[config.mk]
export PLATFORM = sky130hd
export DESIGN_NAME = probe_trace_capture_flat
export DESIGN_NICKNAME = d
export VERILOG_FILES = /design/src/rtl/probe_trace_capture_if.sv /design/src/rtl/probe_trace_capture.sv /design/src/flat_wrapper.sv
export SDC_FILE = /design/constraint.sdc
export NUM_CORES = 2
export LEC_CHECK = 0
export CAP_MARGIN = 20
export CELL_PAD_IN_SITES_DETAIL_PLACEMENT = 1
export CELL_PAD_IN_SITES_GLOBAL_PLACEMENT = 2
export CORE_MARGIN = 2
export CORE_UTILIZATION = 45
export CTS_CLUSTER_DIAMETER = 80
export DETAILED_ROUTE_END_ITERATION = 10
export PLACE_DENSITY = 0.78
export SYNTH_ARGS = -nofsm -noshare
export SYNTH_HDL_FRONTEND = slang
export SYNTH_SLANG_ARGS = --single-unit
[constraint.sdc]
create_clock -name CLK -period 19.41 [get_ports CLK]
set_input_delay 1.941 -clock CLK [delete_from_list [all_inputs] [get_ports CLK]]
set_output_delay 1.941 -clock CLK [all_outputs]
set_load 0.02 [all_outputs]
[src/rtl/probe_trace_capture_if.sv]
// Readout stream of the probe trace capture block: valid/ready handshake
// carrying one captured sample (all channels) per transfer.
interface probe_trace_capture_if #(
    parameter int DW = 256
);
    logic          rd_valid;
    logic          rd_ready;
    logic [DW-1:0] rd_data;
    logic          rd_last;

    modport master (
        output rd_valid,
        output rd_data,
        output rd_last,
        input  rd_ready
    );

    modport slave (
        input  rd_valid,
        input  rd_data,
        input  rd_last,
        output rd_ready
    );
endinterface

[src/rtl/probe_trace_capture.sv]
// Probe trace capture: records NUM_CH probe channels into a circular buffer,
// stops a programmable number of samples after a masked-compare trigger and
// then replays the retained window oldest-first over the readout stream.
module probe_trace_capture #(
    parameter int NUM_CH = 4,
    parameter int CH_W   = 64,
    parameter int DEPTH  = 16,
    parameter int IW     = $clog2(DEPTH),
    parameter int CW     = (NUM_CH > 1) ? $clog2(NUM_CH) : 1
) (
    input  logic                     CLK,
    input  logic                     RST_N,
    input  logic [NUM_CH*CH_W-1:0]   probe_data,
    input  logic                     sample_en,
    input  logic                     arm,
    input  logic                     abort,
    input  logic [CW-1:0]            trig_ch,
    input  logic [CH_W-1:0]          trig_value,
    input  logic [CH_W-1:0]          trig_mask,
    input  logic [IW:0]              post_count,
    output logic [1:0]               state,
    probe_trace_capture_if.master    rd,
    output logic [IW-1:0]            trig_idx
);

    typedef enum logic [1:0] {
        ST_IDLE  = 2'd0,
        ST_ARMED = 2'd1,
        ST_POST  = 2'd2,
        ST_DUMP  = 2'd3
    } state_t;

    localparam logic [IW:0]   FULL_W   = (IW+1)'(DEPTH);
    localparam logic [IW:0]   ONE_W    = (IW+1)'(1);
    localparam logic [IW:0]   TWO_W    = (IW+1)'(2);
    localparam logic [IW-1:0] ONE_I    = IW'(1);
    localparam logic [IW-1:0] LAST_IDX = IW'(DEPTH - 1);

    // Registered state
    state_t                  state_r;
    logic [CW-1:0]           trig_ch_r;
    logic [CH_W-1:0]         trig_value_r;
    logic [CH_W-1:0]         trig_mask_r;
    logic [IW-1:0]           post_cnt_r;
    logic [IW-1:0]           wr_ptr_r;
    logic [IW:0]             fill_r;
    logic [IW-1:0]           post_rem_r;
    logic [IW-1:0]           rd_ptr_r;
    logic [IW:0]             rd_rem_r;
    logic [IW-1:0]           trig_idx_r;
    logic                    rd_valid_r;
    logic                    rd_last_r;
    logic [NUM_CH*CH_W-1:0]  mem_r [DEPTH];

    // Next-state values
    state_t                  state_nxt_s;
    logic [CW-1:0]           trig_ch_nxt_s;
    logic [CH_W-1:0]         trig_value_nxt_s;
    logic [CH_W-1:0]         trig_mask_nxt_s;
    logic [IW-1:0]           post_cnt_nxt_s;
    logic [IW-1:0]           wr_ptr_nxt_s;
    logic [IW:0]             fill_nxt_s;
    logic [IW-1:0]           post_rem_nxt_s;
    logic [IW-1:0]           rd_ptr_nxt_s;
    logic [IW:0]             rd_rem_nxt_s;
    logic [IW-1:0]           trig_idx_nxt_s;
    logic                    rd_valid_nxt_s;
    logic                    rd_last_nxt_s;

    // Helpers
    logic [CH_W-1:0]         ch_s [2**CW];
    logic [CH_W-1:0]         sel_ch_s;
    logic                    match_s;
    logic                    wr_en_s;
    logic [IW-1:0]           wr_ptr_inc_s;
    logic [IW:0]             fill_inc_s;
    logic [IW-1:0]           post_clamp_s;
    logic [IW-1:0]           dump_ptr_s;
    logic [IW-1:0]           dump_idx_s;
    logic                    dump_last_s;

    // Unused channel-select codes (NUM_CH not a power of 2) read as zero.
    for (genvar g = 0; g < 2**CW; g++) begin : g_ch
        if (g < NUM_CH) begin : g_real
            assign ch_s[g] = probe_data[g*CH_W +: CH_W];
        end else begin : g_pad
            assign ch_s[g] = '0;
        end
    end

    assign sel_ch_s     = ch_s[trig_ch_r];
    assign match_s      = sample_en && (((sel_ch_s ^ trig_value_r) & trig_mask_r) == '0);
    assign wr_en_s      = sample_en && !abort && ((state_r == ST_ARMED) || (state_r == ST_POST));
    assign wr_ptr_inc_s = wr_ptr_r + ONE_I;
    assign fill_inc_s   = (fill_r == FULL_W) ? fill_r : (fill_r + ONE_W);
    // Clamp so the trigger sample itself can never be overwritten.
    assign post_clamp_s = (post_count > {1'b0, LAST_IDX}) ? LAST_IDX : post_count[IW-1:0];
    // Values loaded on the edge that ends capture (fill already counts that sample).
    assign dump_ptr_s   = (fill_inc_s == FULL_W) ? wr_ptr_inc_s : '0;
    assign dump_idx_s   = fill_inc_s[IW-1:0] - ONE_I - post_cnt_r;
    assign dump_last_s  = (fill_inc_s == ONE_W);

    // Next-state and counter logic for the capture/replay FSM
    always_comb begin
        state_nxt_s      = state_r;
        trig_ch_nxt_s    = trig_ch_r;
        trig_value_nxt_s = trig_value_r;
        trig_mask_nxt_s  = trig_mask_r;
        post_cnt_nxt_s   = post_cnt_r;
        wr_ptr_nxt_s     = wr_ptr_r;
        fill_nxt_s       = fill_r;
        post_rem_nxt_s   = post_rem_r;
        rd_ptr_nxt_s     = rd_ptr_r;
        rd_rem_nxt_s     = rd_rem_r;
        trig_idx_nxt_s   = trig_idx_r;
        rd_valid_nxt_s   = rd_valid_r;
        rd_last_nxt_s    = rd_last_r;

        if (abort) begin
            state_nxt_s    = ST_IDLE;
            rd_valid_nxt_s = 1'b0;
            rd_last_nxt_s  = 1'b0;
        end else begin
            case (state_r)
                ST_IDLE: begin
                    if (arm) begin
                        state_nxt_s      = ST_ARMED;
                        trig_ch_nxt_s    = trig_ch;
                        trig_value_nxt_s = trig_value;
                        trig_mask_nxt_s  = trig_mask;
                        post_cnt_nxt_s   = post_clamp_s;
                        wr_ptr_nxt_s     = '0;
                        fill_nxt_s       = '0;
                        post_rem_nxt_s   = '0;
                        rd_ptr_nxt_s     = '0;
                        rd_rem_nxt_s     = '0;
                    end else begin
                        state_nxt_s = ST_IDLE;
                    end
                end
                ST_ARMED: begin
                    if (sample_en) begin
                        wr_ptr_nxt_s = wr_ptr_inc_s;
                        fill_nxt_s   = fill_inc_s;
                        if (match_s) begin
                            post_rem_nxt_s = post_cnt_r;
                            if (post_cnt_r == '0) begin
                                state_nxt_s    = ST_DUMP;
                                rd_ptr_nxt_s   = dump_ptr_s;
                                rd_rem_nxt_s   = fill_inc_s;
                                trig_idx_nxt_s = dump_idx_s;
                                rd_valid_nxt_s = 1'b1;
                                rd_last_nxt_s  = dump_last_s;
                            end else begin
                                state_nxt_s = ST_POST;
                            end
                        end else begin
                            state_nxt_s = ST_ARMED;
                        end
                    end else begin
                        state_nxt_s = ST_ARMED;
                    end
                end
                ST_POST: begin
                    if (sample_en) begin
                        wr_ptr_nxt_s   = wr_ptr_inc_s;
                        fill_nxt_s     = fill_inc_s;
                        post_rem_nxt_s = post_rem_r - ONE_I;
                        if (post_rem_r == ONE_I) begin
                            state_nxt_s    = ST_DUMP;
                            rd_ptr_nxt_s   = dump_ptr_s;
                            rd_rem_nxt_s   = fill_inc_s;
                            trig_idx_nxt_s = dump_idx_s;
                            rd_valid_nxt_s = 1'b1;
                            rd_last_nxt_s  = dump_last_s;
                        end else begin
                            state_nxt_s = ST_POST;
                        end
                    end else begin
                        state_nxt_s = ST_POST;
                    end
                end
                ST_DUMP: begin
                    if (rd_valid_r && rd.rd_ready) begin
                        rd_ptr_nxt_s = rd_ptr_r + ONE_I;
                        rd_rem_nxt_s = rd_rem_r - ONE_W;
                        if (rd_last_r) begin
                            state_nxt_s    = ST_IDLE;
                            rd_valid_nxt_s = 1'b0;
                            rd_last_nxt_s  = 1'b0;
                        end else begin
                            rd_last_nxt_s = (rd_rem_r == TWO_W);
                        end
                    end else begin
                        state_nxt_s = ST_DUMP;
                    end
                end
                default: begin
                    state_nxt_s    = ST_IDLE;
                    rd_valid_nxt_s = 1'b0;
                    rd_last_nxt_s  = 1'b0;
                end
            endcase
        end
    end

    // State, configuration and pointer registers
    always_ff @(posedge CLK or negedge RST_N) begin
        if (!RST_N) begin
            state_r      <= ST_IDLE;
            trig_ch_r    <= '0;
            trig_value_r <= '0;
            trig_mask_r  <= '0;
            post_cnt_r   <= '0;
            wr_ptr_r     <= '0;
            fill_r       <= '0;
            post_rem_r   <= '0;
            rd_ptr_r     <= '0;
            rd_rem_r     <= '0;
            trig_idx_r   <= '0;
            rd_valid_r   <= 1'b0;
            rd_last_r    <= 1'b0;
        end else begin
            state_r      <= state_nxt_s;
            trig_ch_r    <= trig_ch_nxt_s;
            trig_value_r <= trig_value_nxt_s;
            trig_mask_r  <= trig_mask_nxt_s;
            post_cnt_r   <= post_cnt_nxt_s;
            wr_ptr_r     <= wr_ptr_nxt_s;
            fill_r       <= fill_nxt_s;
            post_rem_r   <= post_rem_nxt_s;
            rd_ptr_r     <= rd_ptr_nxt_s;
            rd_rem_r     <= rd_rem_nxt_s;
            trig_idx_r   <= trig_idx_nxt_s;
            rd_valid_r   <= rd_valid_nxt_s;
            rd_last_r    <= rd_last_nxt_s;
        end
    end

    // Trace buffer write port; contents need no reset as nothing reads them unwritten
    always_ff @(posedge CLK) begin
        if (wr_en_s) begin
            mem_r[wr_ptr_r] <= probe_data;
        end
    end

    assign state       = state_r;
    assign trig_idx    = trig_idx_r;
    assign rd.rd_valid = rd_valid_r;
    assign rd.rd_last  = rd_last_r;
    assign rd.rd_data  = mem_r[rd_ptr_r];

endmodule

[src/flat_wrapper.sv]
// flat-port wrapper written by rule: the top's interface ports become plain ports
module probe_trace_capture_flat 
#(
    parameter int NUM_CH = 4,
    parameter int CH_W   = 64,
    parameter int DEPTH  = 16,
    parameter int IW     = $clog2(DEPTH),
    parameter int CW     = (NUM_CH > 1) ? $clog2(NUM_CH) : 1
)
  (CLK, RST_N, probe_data, sample_en, arm, abort, trig_ch, trig_value, trig_mask, post_count, state, trig_idx, rd_rd_valid, rd_rd_data, rd_rd_last, rd_rd_ready);
  probe_trace_capture_if #(.DW(256)) rd_i ();
  input  logic CLK;
  input  logic RST_N;
  input  logic [NUM_CH*CH_W-1:0] probe_data;
  input  logic sample_en;
  input  logic arm;
  input  logic abort;
  input  logic [CW-1:0] trig_ch;
  input  logic [CH_W-1:0] trig_value;
  input  logic [CH_W-1:0] trig_mask;
  input  logic [IW:0] post_count;
  output logic [1:0] state;
  output logic [IW-1:0] trig_idx;
  output wire logic [$bits(rd_i.rd_valid)-1:0] rd_rd_valid;
  output wire logic [$bits(rd_i.rd_data)-1:0] rd_rd_data;
  output wire logic [$bits(rd_i.rd_last)-1:0] rd_rd_last;
  input wire logic [$bits(rd_i.rd_ready)-1:0] rd_rd_ready;
  assign rd_rd_valid = rd_i.rd_valid;
  assign rd_rd_data = rd_i.rd_data;
  assign rd_rd_last = rd_i.rd_last;
  assign rd_i.rd_ready = rd_rd_ready;
  probe_trace_capture #(.NUM_CH(NUM_CH), .CH_W(CH_W), .DEPTH(DEPTH), .IW(IW), .CW(CW)) u_core (.CLK(CLK), .RST_N(RST_N), .probe_data(probe_data), .sample_en(sample_en), .arm(arm), .abort(abort), .trig_ch(trig_ch), .trig_value(trig_value), .trig_mask(trig_mask), .post_count(post_count), .state(state), .rd(rd_i), .trig_idx(trig_idx));
endmodule
==> results.md <==
* Status: complete, no violations
* Least-Margin Pin Slew at 1350 ps
* Max-slew violation count at 0
* CP Launch Type: flop
* Final period utilization at 0.473
* Post-synth top flop: edfxtp_1
* Initial Util at 0.452
* CP Buf/Inv Count at 6
* Post-route design area at between 150,000 and 200,000 sq um
* I/O pin count at roughly 660
* Critical Path Max Stage Delay at 1070 ps
* Syn Inst Count at between 6,000 and 7,000
* Max VDD drop at approximately 0.083 mV
* Critical-path top delay cell: dfrtp_4
* Unrepaired setup endpoints after global routing: no
* Most instantiated cells after synthesis: edfxtp_1, mux4_2, clkbuf_1
* Row Count at roughly 220
* Hold_buf cts at 0
* CTS tree: yes
* Initial antenna violation count at 175
* RD Place Congestion at ~0.8
* Setup crit end: rd_rd_data[18]
* Critical path class: reg2out
* CP arrival at ~7200 ps
* Port bufs at 660
* Largest net degree at the start of global routing at 175
* Mux cell area share after synthesis at 0.196
* Most frequent CP cell: buf_4
* HPWL after DPL at between 200,000 and 300,000 um
* Number of max-cap violations at 0
* Detailed-route DRC error count at 0
* Clock edge transition at the registers on the reported setup and hold paths at about 60 ps
* Worst Hold Margin at just over 500 ps
* H-tree levels at 5
* Pwr Density at 102 nW/um^2
* Synth Area in XOR/XNOR at 0.00498
* Critical-path cell list: buf_4, buf_4, buf_4, buf_16, buf_12, mux4_2, mux4_2, clkdlybuf4s50_1
* Area grow syn2layout at 16.6%
* CP max FO at roughly 110
* Fin. Hold Viols at 0
* Global-route wire length before repair at around 680,000 um
* Clk Tree Root Cell: clkbuf_16
* Remaining Overflow, GRT at 0
* Yosys top cell by area: edfxtp_1
* Final WL at about 500,000 um
* Hold path cells at 1
* Nets at just under 8,000
* Leakage power at ~58 nW
* Clk sinks at between 4,000 and 5,000
* RR Startpoint: u_core.trig_ch_r[1]
* Synth top area share at 0.752
* Die area at roughly 370,000 sq um
* Main combinational cell family by area after synthesis: multiplexers
* DIE HEIGHT at 607 um
* Total GRT Usage at 0.271
* Synthesized area at roughly 160,000 sq um
* Post-CTS Setup Bufs at 0
* CTS Buffer Depth at 4
* Placed cell area at between 150,000 and 200,000 sq um
* Most frequent cell after synthesis: edfxtp_1
* Worst-case reg-to-reg path depth at 10
* Die W at 607 um
* Max-slew headroom at 0.0990
* Final setup viols at 0
* Share of layout cells above drive strength 1 at 0.285
* Routed vias at ~79,000
* Synth Area in Compound Gates at 0.00432
* CP startpoint: u_core.rd_ptr_r[0]
* CP Depth at 8
* Syn_area_per_cell at around 25 sq um
* Crit Reg-Reg Endpoint: u_core.trig_idx[2]
* Utilization after layout at 0.527
* Synth Net Count at 7,001
* Via-to-Cell Ratio at roughly 6.2
* Critical path required time at around 17,000 ps
* TNS Setup at 0 ps
* Final min period at about 9200 ps
* WL/cell at slightly below 40 um
* Fin cells at ~13,000
* Register area share after synthesis at 0.777
* Cell total after placement at 11,900
* Post-synthesis simple-gate area fraction at 0.00701
* Reg2Reg Setup Slack at about 13,000 ps
* Initial DRC Count at roughly 10,000
* # resized after CTS at 0
* Skew final at between 70 and 80 ps
* Maximum clock frequency at roughly 110 MHz
* Clk_lat worst skew at 1000 ps
* Yosys warnings at 0
* TritonRoute pass-1 iters at 5
* Fill cell count at ~30,000
* Vias in the first global route at about 82,000
* Post-synth EDFFs at 4,096
* Family with the most delay on the worst path: buffers and inverters
* Largest cells by area after synthesis: edfxtp_1, mux4_2, dfrtp_1
* Async S/R FF share, synth at 0.0385
* Seq cells post-synth at 4,260
* Core box area at ~360,000 sq um
* CP endpoint kind: output pin
* Synth cell types at 62
* Total CTS buffers at 429
* Post-synthesis adder-cell area fraction at 0.00158
* Hold Path Class: reg2reg
* Antenna viol nets, final at 0
## registers in the layout, summed over array words and instances, names as in the netlist
register	flops
u_core.fill_r	5
u_core.mem_r	4096
u_core.post_cnt_r	4
u_core.post_rem_r	4
u_core.rd.rd_last	1
u_core.rd.rd_valid	1
u_core.rd_ptr_r	4
u_core.rd_rem_r	5
u_core.state	2
u_core.trig_ch_r	2
u_core.trig_idx	4
u_core.trig_mask_r	64
u_core.trig_value_r	64
u_core.wr_ptr_r	4
## placed cells by master (no fill, tap or decap), types with 10 or more instances in the layout
cell type,Yosys,routed
nand3b_1,21,21
xor2_1,34,34
buf_12,1,30
bufinv_16,0,33
diode_2,0,101
a21oi_1,17,17
nor2b_1,11,11
clkinvlp_4,0,12
clkbuf_16,0,432
buf_4,3,122
mux2i_1,109,109
nor2_4,0,12
mux2_2,131,131
edfxtp_1,4096,4096
clkinv_2,0,70
clkinv_16,0,12
nand2b_1,13,13
clkdlybuf4s50_1,0,658
nand3_1,26,26
dfrtp_1,164,158
nor3_1,14,10
mux4_2,1303,1303
xnor2_1,59,59
nand4_1,10,10
o21ai_0,16,16
nor2_1,24,12
ha_1,19,19
clkbuf_1,220,101
a22oi_1,20,20
nand2_1,51,51
inv_1,24,24
clkinv_1,0,100
## worst min-delay path by stage
stage	from	endpoint	slack (ps)
detailed placement	u_core.trig_idx[0]	u_core.trig_idx[0]	480
global route	u_core.trig_idx[3]	u_core.trig_idx[3]	520
floorplan	u_core.trig_mask_r[11]	u_core.trig_mask_r[11]	480
global placement	u_core.trig_idx[0]	u_core.trig_idx[0]	480
finish	u_core.trig_idx[3]	u_core.trig_idx[3]	510
CTS	u_core.trig_idx[0]	u_core.trig_idx[0]	500
## stage by stage
step | setup slack, ps | power (mW)
floorplan | 5420 | 10.9
global route | 9550 | 19.9
detailed placement | 10760 | 11.5
finish | 10230 | 19.5
CTS | 9700 | 19.6
global placement | 10790 | 11.5
## report_power, final
part           total [mW]  switching [mW]  leakage, nW  internal [mW]
Clock                8.15            3.58         6.68           4.57
Sequential           10.3           0.105         38.8           10.2
Combinational       0.995           0.644         12.3          0.351
## cell families (layout without fill, tap and decap cells)
| kind of cell | count (synthesis) | after routing |
|---|---|---|
| AO/OA/AOI/OAI | 96 | 96 |
| XOR/XNOR | 93 | 93 |
| adder cells (fa/ha/maj) | 20 | 20 |
| buffers and inverters | 358 | 1640 |
| flip-flops | 4260 | 4260 |
| multiplexers | 1556 | 1556 |
| other | 0 | 101 |
| AND/OR/NAND/NOR | 201 | 201 |
## metal layers
metal,track usage,part of all wire,up-vias
met1,0.350,0.37,43600
li1,-,-,30500
met4,0.130,0.056,52
met5,0,0.00063,-
met3,0.0488,0.078,893
met2,0.448,0.49,3976
## area by class of cell
cell class                 count  area (sq um)  share of cell area
timing repair buffer         820          8290              0.0435
inverter                      25          93.8            0.000492
tap                         4794          6000              0.0315
antenna                      101           253             0.00133
sequential                  4260        127000               0.667
clock buffer                 538         11300              0.0590
multi-input combinational   1966         35200               0.184
clock inverter               257          2520              0.0132
(Power assumes the default switching activity.)
